--- src/rtl/port_stream_bridge.sv ---
`default_nettype none
// ============================================================================
//  Module      : port_stream_bridge
//  Description : External-side endpoint of the core's memory-mapped ports.
//                Software writes a word on cpuDataOut, then flips the request
//                toggle in cpuCtrlOut[0]. The word is queued in a FIFO and
//                offered downstream as a first-word-fall-through valid/ready
//                stream. Handshake and FIFO state are reported on cpuStatusIn.
//  Ports       : clock, reset (async, active-high)
//                cpuDataOut  [31:0] in  word to enqueue
//                cpuCtrlOut  [31:0] in  [0] request toggle, [1] flush level
//                cpuStatusIn [31:0] out [0] ackT, [1] full, [2] empty,
//                                       [15:8] count, other bits 0
//                streamData  [31:0] out FIFO head word (0 when empty)
//                streamValid        out head word valid
//                streamReady        in  downstream accepts head word
//  Revision    : 1.0  initial release
// ============================================================================
module port_stream_bridge #(
  parameter int FIFO_DEPTH_LOG2 = 3  // depth = 2**FIFO_DEPTH_LOG2, 1..7
) (
  input  logic        clock,
  input  logic        reset,
  input  logic [31:0] cpuDataOut,
  input  logic [31:0] cpuCtrlOut,
  output logic [31:0] cpuStatusIn,
  output logic [31:0] streamData,
  output logic        streamValid,
  input  logic        streamReady
);

  localparam int                       DEPTH     = 1 << FIFO_DEPTH_LOG2;
  localparam logic [FIFO_DEPTH_LOG2:0] DEPTH_CNT = (FIFO_DEPTH_LOG2 + 1)'(DEPTH);
  localparam logic [FIFO_DEPTH_LOG2-1:0] PTR_ONE = FIFO_DEPTH_LOG2'(1);
  localparam logic [FIFO_DEPTH_LOG2:0]   CNT_ONE = (FIFO_DEPTH_LOG2 + 1)'(1);

  logic [31:0]                mem [DEPTH];
  logic [FIFO_DEPTH_LOG2-1:0] wr_ptr_q, wr_ptr_d;
  logic [FIFO_DEPTH_LOG2-1:0] rd_ptr_q, rd_ptr_d;
  logic [FIFO_DEPTH_LOG2:0]   count_q,  count_d;
  logic                       ack_q,    ack_d;

  logic w_req_pending;
  logic w_flush;
  logic w_pop;
  logic w_slot_free;
  logic w_push;
  logic w_full;
  logic w_empty;
  logic w_unused_ctrl;

  assign w_flush       = cpuCtrlOut[1];
  assign w_req_pending = cpuCtrlOut[0] != ack_q;
  assign w_empty       = (count_q == '0);
  assign w_full        = (count_q == DEPTH_CNT);

  // Flush wins over any pop: the FIFO is cleared instead of advanced.
  assign w_pop         = !w_empty && streamReady && !w_flush;
  // A full FIFO still has room when the head leaves on this same edge.
  assign w_slot_free   = !w_full || w_pop;
  assign w_push        = w_req_pending && !w_flush && w_slot_free;

  // Upper control bits carry no meaning for this bridge.
  assign w_unused_ctrl = ^cpuCtrlOut[31:2];

  always_comb begin
    wr_ptr_d = wr_ptr_q;
    rd_ptr_d = rd_ptr_q;
    count_d  = count_q;
    ack_d    = ack_q;
    if (w_flush) begin
      wr_ptr_d = '0;
      rd_ptr_d = '0;
      count_d  = '0;
    end else begin
      if (w_push) begin
        wr_ptr_d = wr_ptr_q + PTR_ONE;
        ack_d    = ~ack_q;
      end
      if (w_pop) begin
        rd_ptr_d = rd_ptr_q + PTR_ONE;
      end
      case ({w_push, w_pop})
        2'b10:   count_d = count_q + CNT_ONE;
        2'b01:   count_d = count_q - CNT_ONE;
        default: count_d = count_q;
      endcase
    end
  end

  always_ff @(posedge clock or posedge reset) begin
    if (reset) begin
      wr_ptr_q <= '0;
      rd_ptr_q <= '0;
      count_q  <= '0;
      ack_q    <= 1'b0;
    end else begin
      wr_ptr_q <= wr_ptr_d;
      rd_ptr_q <= rd_ptr_d;
      count_q  <= count_d;
      ack_q    <= ack_d;
    end
  end

  // Storage is deliberately not reset; pointers and count define validity.
  always_ff @(posedge clock) begin
    if (w_push) begin
      mem[wr_ptr_q] <= cpuDataOut;
    end
  end

  assign streamValid = !w_empty;
  // Gate the head so an empty FIFO shows zero rather than stale storage.
  assign streamData  = w_empty ? 32'h0 : mem[rd_ptr_q];
  assign cpuStatusIn = {16'h0, 8'(count_q), 5'b0, w_empty, w_full, ack_q};

endmodule
`default_nettype wire

--- config.mk ---
export PLATFORM = sky130hd
export DESIGN_NAME = port_stream_bridge
export DESIGN_NICKNAME = d
export VERILOG_FILES = /design/src/rtl/port_stream_bridge.sv
export SDC_FILE = /design/constraint.sdc
export NUM_CORES = 1
export LEC_CHECK = 0
export ABC_CLOCK_PERIOD_IN_PS = 4350
export CORE_ASPECT_RATIO = 1.1
export CORE_UTILIZATION = 50
export DETAILED_ROUTE_END_ITERATION = 8
export PLACE_DENSITY = 0.76
export SLEW_MARGIN = 5
export SYNTH_ARGS = -nofsm -noshare
export SYNTH_HDL_FRONTEND = slang
export SYNTH_SLANG_ARGS = --single-unit
--- constraint.sdc ---
create_clock -name clock -period 4.35 [get_ports clock]
set_input_delay 0.435 -clock clock [delete_from_list [all_inputs] [get_ports clock]]
set_output_delay 0.435 -clock clock [all_outputs]
set_load 0.05 [all_outputs]
==> flow_metrics.py, run 1 <==
metrics = {
    "yosys": {
        "synthArstFlopShare": 0.0412,
        "ys_seq_area_frac": 0.749,
        "yosys_register_bits": 267,
        "syn-cell-area_um2": 10600,
        "yosysWarningCount": 0,
        "synthCells": 517,
        "avgSynthCellArea_um2": 20.6,
        "synth_top_area_share": 0.723,
        "synth_edf_count": 256,
        "synth_top_area_cell": "edfxtp_1",
        "synth_area_leaders": "edfxtp_1 (72%), mux4_2 (14%), mux2i_1 (3.1%)",
        "synth_cell_types": 37,
        "synthFlopType": "edfxtp_1",
    },
    "routing": {
        "wirelength_um": 20000,
        "m1WireLength_um": 8090,
        "drt_iter0_drc": 284,
        "drc": 0,
        "met3WireLength_um": 1230,
        "num_vias": 5018,
        "ant_nets": 0,
        "wire_per_inst_um": 21.9,
        "via_per_inst": 5.49,
        "wl_met2_um": 10300,
        "drtPass1Iterations": 4,
        "highest_layer": "met4",
    },
    "placement": {
        "routabilityCongestion": 0.718,
        "place_area_um2": 11700,
        "placed_cells": 867,
        "dp_slack_ns": 1.02,
        "dp_hpwl_um": 11200,
        "place.port_buffers": 76,
    },
    "sta": {
        "fin_skew_ns": 0.0119,
        "timing.final.crit_period_ns": 3.71,
        "worst_pin_slew_ns": 0.741,
        "post-route-period-util": 0.853,
        "setup-violations-final": 0,
        "max_freq_ghz": 0.270,
        "finalWorstSetupSlack_ns": 0.640,
        "fin_setup_tns_ns": 0,
        "timing.slew.headroom": 0.506,
        "hold_violations": 0,
        "slew_viol_final": 0,
        "rsz0062_at_grt": "no",
    },
    "clock_network": {
        "cts_buffers": 26,
        "clkTransAtPathRegs_ns": 0.06,
        "cts_buffer_depth": 3,
        "holdBufCountCts": 0,
        "post-cts-setup-buffer-count": 0,
        "cts_sinks": 267,
        "clock_latency_ns": 0.53,
        "clockRootBuffer": "clkbuf_16",
        "post_cts_resized": 0,
        "cts_tree": "yes",
        "htree_levels": 1,
    },
    "final_layout": {
        "antenna_cells": 0,
        "stdcell_area_um2": 12600,
        "nFillCells": 1439,
        "nets": 682,
        "register_area_um2": 7970,
        "drive_gt1_frac": 0.216,
        "final_cells": 914,
        "utilization": 0.606,
        "area_delta_synth_final_pct": 18.1,
        "multi_input_area_um2": 2500,
    },
    "floorplanning": {
        "core-area_um2": 20700,
        "dieHeight_um": 155,
        "ios": 132,
        "die_area_um2": 21800,
        "start_util": 0.513,
        "die_w_um": 141,
        "fp-row-count": 55,
    },
    "critical_path": {
        "cp.arrival_ns": 3.27,
        "slowest_delay_ns": 0.91,
        "criticalPathCategory": "flop to primary output",
        "path_delay_family": "buffers and inverters",
        "path_buf_inv": 2,
        "cp-end-kind": "primary output",
        "path_cells": "buf_4 > mux4_2 > mux2i_1 > nor2_1 > clkdlybuf4s50_1",
        "start_kind": "flop",
        "critPathMaxFanout": 37,
        "crit_required_ns": 3.91,
        "crit_slowest_cell": "dfrtp_4",
    },
    "status": {
        "status": "complete, no violations",
    },
    "global_routing": {
        "track_usage": 0.190,
        "grt_pass1_wl_um": 30500,
        "grt_pass1_vias": 5208,
        "grt_overflow": 0,
        "grt_antenna_before_repair": 0,
        "grt_max_degree": 38,
    },
    "hold_path": {
        "hp-class": "input port to asynchronous set/reset pin",
    },
    "power": {
        "powerDensity_nw_per_um2": 630,
        "peakVddDrop_mv": 0.470,
        "leakagePower_nw": 3.97,
    },
    "job": {
        "cap_violations": 0,
    },
}
## registers in the layout, summed over array words and instances (netlist names)
| signal | flops |
|---|---|
| mem | 256 |
| ack_q | 1 |
| wr_ptr_q | 3 |
| count_q | 4 |
| rd_ptr_q | 3 |
## kinds of logic after synthesis
kind of cell	after synthesis	share of synthesized area
muxes	99	0.169
DFF	267	0.749
AOI/OAI and AO/OA	14	0.0106
xor gates and xnor gates	5	0.00412
adders and majority gates	5	0.00659
buffers and inverters	57	0.0314
other	1	0.000353
and+or+nand+nor	69	0.0288
## cell type report
type                       count  share of cell area
sequential                   267               0.635
multi-input combinational    217               0.199
timing repair buffer          95              0.0730
clock buffer                  34              0.0542
tap                          285              0.0284
clock inverter                13             0.00967
inverter                       3            0.000897
## report_power, final
part,leakage [nW],switching [mW],internal [mW]
clock network,0.395,0.888,1.22
registers,2.45,0.155,2.94
logic,1.12,1.70,1.01
total,3.97,2.74,5.17
## Yosys cell counts (all sizes together), types with 3 or more instances
master,instances
inv,3
nand2,7
ha,4
xor2,4
edfxtp,256
mux4,64
mux2i,33
a21oi,5
clkbuf,12
buf,42
nand3,3
nor2,47
dfrtp,11
## metal layers
metal / global-route usage / vias up
li1: - / 2218
met1: 0.249 / 2592
met2: 0.332 / 181
met3: 0.0332 / 27
met4: 0.0512 / 0
met5: 0 / -
## placed cells by master, fill, tap and decap left out, types with 2 or more instances in the layout
| cell type | count |
|---|---|
| clkdlybuf4s50_1 | 76 |
| dfrtp_1 | 8 |
| buf_4 | 18 |
| conb_1 | 25 |
| mux4_2 | 64 |
| a21oi_1 | 5 |
| xor2_1 | 4 |
| clkbuf_16 | 26 |
| nand2b_1 | 2 |
| o21ai_0 | 2 |
| clkinv_2 | 6 |
| clkinv_1 | 4 |
| nor4_4 | 2 |
| nor2_4 | 6 |
| a21o_2 | 2 |
| inv_1 | 3 |
| bufinv_16 | 2 |
| nand2_1 | 7 |
| nand4b_1 | 2 |
| mux2i_1 | 33 |
| edfxtp_1 | 256 |
| dfrtp_2 | 2 |
| nor2_1 | 41 |
| clkbuf_1 | 8 |
| nand3_1 | 3 |
| ha_1 | 4 |
## per-stage QoR
stage	power (mW)	hold WS, ns
after floorplan	5.05	0.287
after global placement	5.83	0.542
after global routing	8.21	0.246
after CTS	7.98	0.214
final	7.91	0.207
after detailed placement	5.88	0.547
## final timing paths
check	end	from	cells after the start	slack [ns]
setup / recovery	streamData[10]	rd_ptr_q[0]	5	0.64
hold / removal	ack_q	reset	2	0.21
setup reg to reg	count_q[3]	count_q[0]	8	1.34
hold reg to reg	ack_q	ack_q	1	0.56
max in group asynchronous	rd_ptr_q[0]	reset	2	3.82
min in group clock	ack_q	ack_q	1	0.56
(Power assumes the default switching activity.)
==> run 2: changes to the inputs <==
--- a/config.mk
+++ b/config.mk
@@ -5,11 +5,11 @@
 export SDC_FILE = /design/constraint.sdc
 export NUM_CORES = 1
 export LEC_CHECK = 0
-export ABC_CLOCK_PERIOD_IN_PS = 4350
+export ABC_CLOCK_PERIOD_IN_PS = 3570
 export CORE_ASPECT_RATIO = 1.1
-export CORE_UTILIZATION = 50
+export CORE_UTILIZATION = 55
 export DETAILED_ROUTE_END_ITERATION = 8
-export PLACE_DENSITY = 0.76
+export PLACE_DENSITY = 0.79
 export SLEW_MARGIN = 5
 export SYNTH_ARGS = -nofsm -noshare
 export SYNTH_HDL_FRONTEND = slang
==> constraint.sdc (replaced) <==
create_clock -name clock -period 3.57 [get_ports clock]
set_input_delay 0.357 -clock clock [delete_from_list [all_inputs] [get_ports clock]]
set_output_delay 0.357 -clock clock [all_outputs]
set_load 0.05 [all_outputs]
==> run 2 against run 1 <==
  * Highest routed layer unchanged
  * Count of clock-buffer cells in the layout is 3 higher
  * Largest cell class unchanged
  * Critical path depth is the same
  * Core utilization is 6.6 points higher
  * Critical endpoint is now streamData[1]
  * Worst setup slack worse by 0.16 ns
  * Sequential share of layout area about the same
  * Final area about the same
==> flow_metrics.py, run 2 (synthesis results as in run 1) <==
metrics = {
    "status": {
        "status": "complete, no violations",
    },
    "placement": {
        "routabilityCongestion": 0.728,
        "place_area_um2": 11700,
        "place.port_buffers": 76,
        "placed_cells": 826,
        "dp_hpwl_um": 11400,
    },
    "critical_path": {
        "critPathMaxFanout": 29,
        "reg2regPathDepth": 8,
        "start_kind": "flop",
        "path_delay_family": "flip-flops",
        "rr_startpoint": "count_q[0]",
        "crit_slowest_cell": "dfrtp_4",
        "critPathLaunch": "rd_ptr_q[0]",
        "path_buf_inv": 2,
        "path_depth": 5,
        "cp-end-kind": "primary output",
        "slowest_delay_ns": 0.82,
        "criticalPathCategory": "flop to primary output",
        "crit_required_ns": 3.21,
        "cp_common_cell": "buf_4",
        "cp.arrival_ns": 2.73,
        "path_cells": "buf_4 > mux4_2 > mux2i_1 > nor2_1 > buf_4",
    },
    "clock_network": {
        "cts_buffers": 26,
        "holdBufCountCts": 0,
        "cts_tree": "yes",
        "clockRootBuffer": "clkbuf_16",
        "clkTransAtPathRegs_ns": 0.06,
        "htree_levels": 1,
        "clock_latency_ns": 0.52,
        "cts_buffer_depth": 3,
        "cts_sinks": 267,
        "post-cts-setup-buffer-count": 0,
        "post_cts_resized": 0,
    },
    "sta": {
        "hold_violations": 0,
        "holdWs_ns": 0.144,
        "slew_viol_final": 0,
        "fin_setup_tns_ns": 0,
        "timing.final.crit_period_ns": 3.09,
        "setup-violations-final": 0,
        "rsz0062_at_grt": "no",
        "worst_pin_slew_ns": 0.736,
        "timing.slew.headroom": 0.509,
        "post-route-period-util": 0.864,
        "fin_skew_ns": 0.0104,
        "max_freq_ghz": 0.324,
    },
    "global_routing": {
        "grt_overflow": 0,
        "grt_pass1_wl_um": 31100,
        "track_usage": 0.213,
        "grt_max_degree": 41,
        "grt_pass1_vias": 5360,
        "grt_antenna_before_repair": 0,
    },
    "floorplanning": {
        "dieHeight_um": 148,
        "ios": 132,
        "start_util": 0.569,
        "die_w_um": 135,
        "fp-row-count": 52,
        "core-area_um2": 18700,
        "die_area_um2": 19900,
    },
    "final_layout": {
        "area_delta_synth_final_pct": 18.1,
        "final_cells": 874,
        "top_register": "mem",
        "drive_gt1_frac": 0.266,
        "largest_reg_flops": 256,
        "reg_top3": "mem: 256 flops, count_q: 4 flops",
        "nFillCells": 1190,
        "nets": 683,
        "antenna_cells": 0,
        "utilization": 0.672,
        "final_cell_mix": "edfxtp_1 (256), mux4_2 (64), clkdlybuf4s50_1 (43), buf_4 (43), nor2_1 (41)",
        "stdcell_area_um2": 12500,
        "final_common_cell": "edfxtp_1",
    },
    "routing": {
        "wirelength_um": 20000,
        "drt_iter0_drc": 341,
        "ant_nets": 0,
        "drc": 0,
        "drtPass1Iterations": 5,
        "via_per_inst": 5.80,
        "num_vias": 5069,
        "wire_per_inst_um": 22.8,
    },
    "job": {
        "cap_violations": 0,
    },
    "power": {
        "peakVddDrop_mv": 0.738,
        "powerDensity_nw_per_um2": 772,
        "leakagePower_nw": 4.06,
    },
    "hold_path": {
        "hp-class": "input port to asynchronous set/reset pin",
    },
}
==> run 2: area by class of cell <==
class / instances / area (um^2) / share of cell area
clock inverters: 11 / 103 / 0.00818
repair buffers: 96 / 953 / 0.0760
clock buffers: 37 / 713 / 0.0568
inverters: 3 / 11.3 / 0.000897
well taps: 243 / 304 / 0.0242
multi-input cells: 217 / 2500 / 0.199
flip-flops and latches: 267 / 7970 / 0.635
==> run 2: final timing paths <==
path / end / slack [ns]
min reg2reg: ack_q / 0.56
max reg2reg: count_q[3] / 0.54
min in group clock: ack_q / 0.52
max in group asynchronous: rd_ptr_q[0] / 3.09
max: streamData[1] / 0.48
min: ack_q / 0.14
==> run 2: power breakdown <==
part / internal [mW] / leakage [nW] / switching (mW)
Combinational: 1.20 / 1.21 / 2.12
Sequential: 3.58 / 2.45 / 0.174
Clock: 1.53 / 0.397 / 1.08
==> run 2: metrics by stage <==
step	power (mW)	setup slack, ns
after CTS	9.78	0.440
after floorplan	6.16	0.0116
after global placement	7.11	0.573
after global routing	10.0	0.353
after detailed placement	7.16	0.513
final	9.68	0.485
==> run 2: worst register-to-register path: cells and delay by family, from the launching register on <==
| family | cells | cell delay, ns |
|---|---|---|
| flip-flops | 1 | 0.47 |
| adder cells (fa/ha/maj) | 1 | 0.31 |
| multiplexers | 2 | 0.55 |
| AND/OR/NAND/NOR | 2 | 0.52 |
| AO/OA/AOI/OAI | 3 | 1.06 |
==> run 2: metal layers <==
metal  vias to the layer above  global-route usage  wire length, um
li1                       2220                   -                -
met1                      2637               0.283             7920
met2                       190               0.372            10700
met3                        22              0.0316             1090
met4                         0              0.0539              281
met5                         -                   0                0
==> run 3: changes to the inputs <==
--- a/config.mk
+++ b/config.mk
@@ -8,8 +8,10 @@
 export ABC_CLOCK_PERIOD_IN_PS = 3570
 export CORE_ASPECT_RATIO = 1.1
 export CORE_UTILIZATION = 55
+export CTS_CLUSTER_DIAMETER = 80
 export DETAILED_ROUTE_END_ITERATION = 8
 export PLACE_DENSITY = 0.79
+export SKIP_CTS_REPAIR_TIMING = 1
 export SLEW_MARGIN = 5
 export SYNTH_ARGS = -nofsm -noshare
 export SYNTH_HDL_FRONTEND = slang
==> results of run 3 <==
The final DEF is identical to that of run 2; final timing and power are the same.
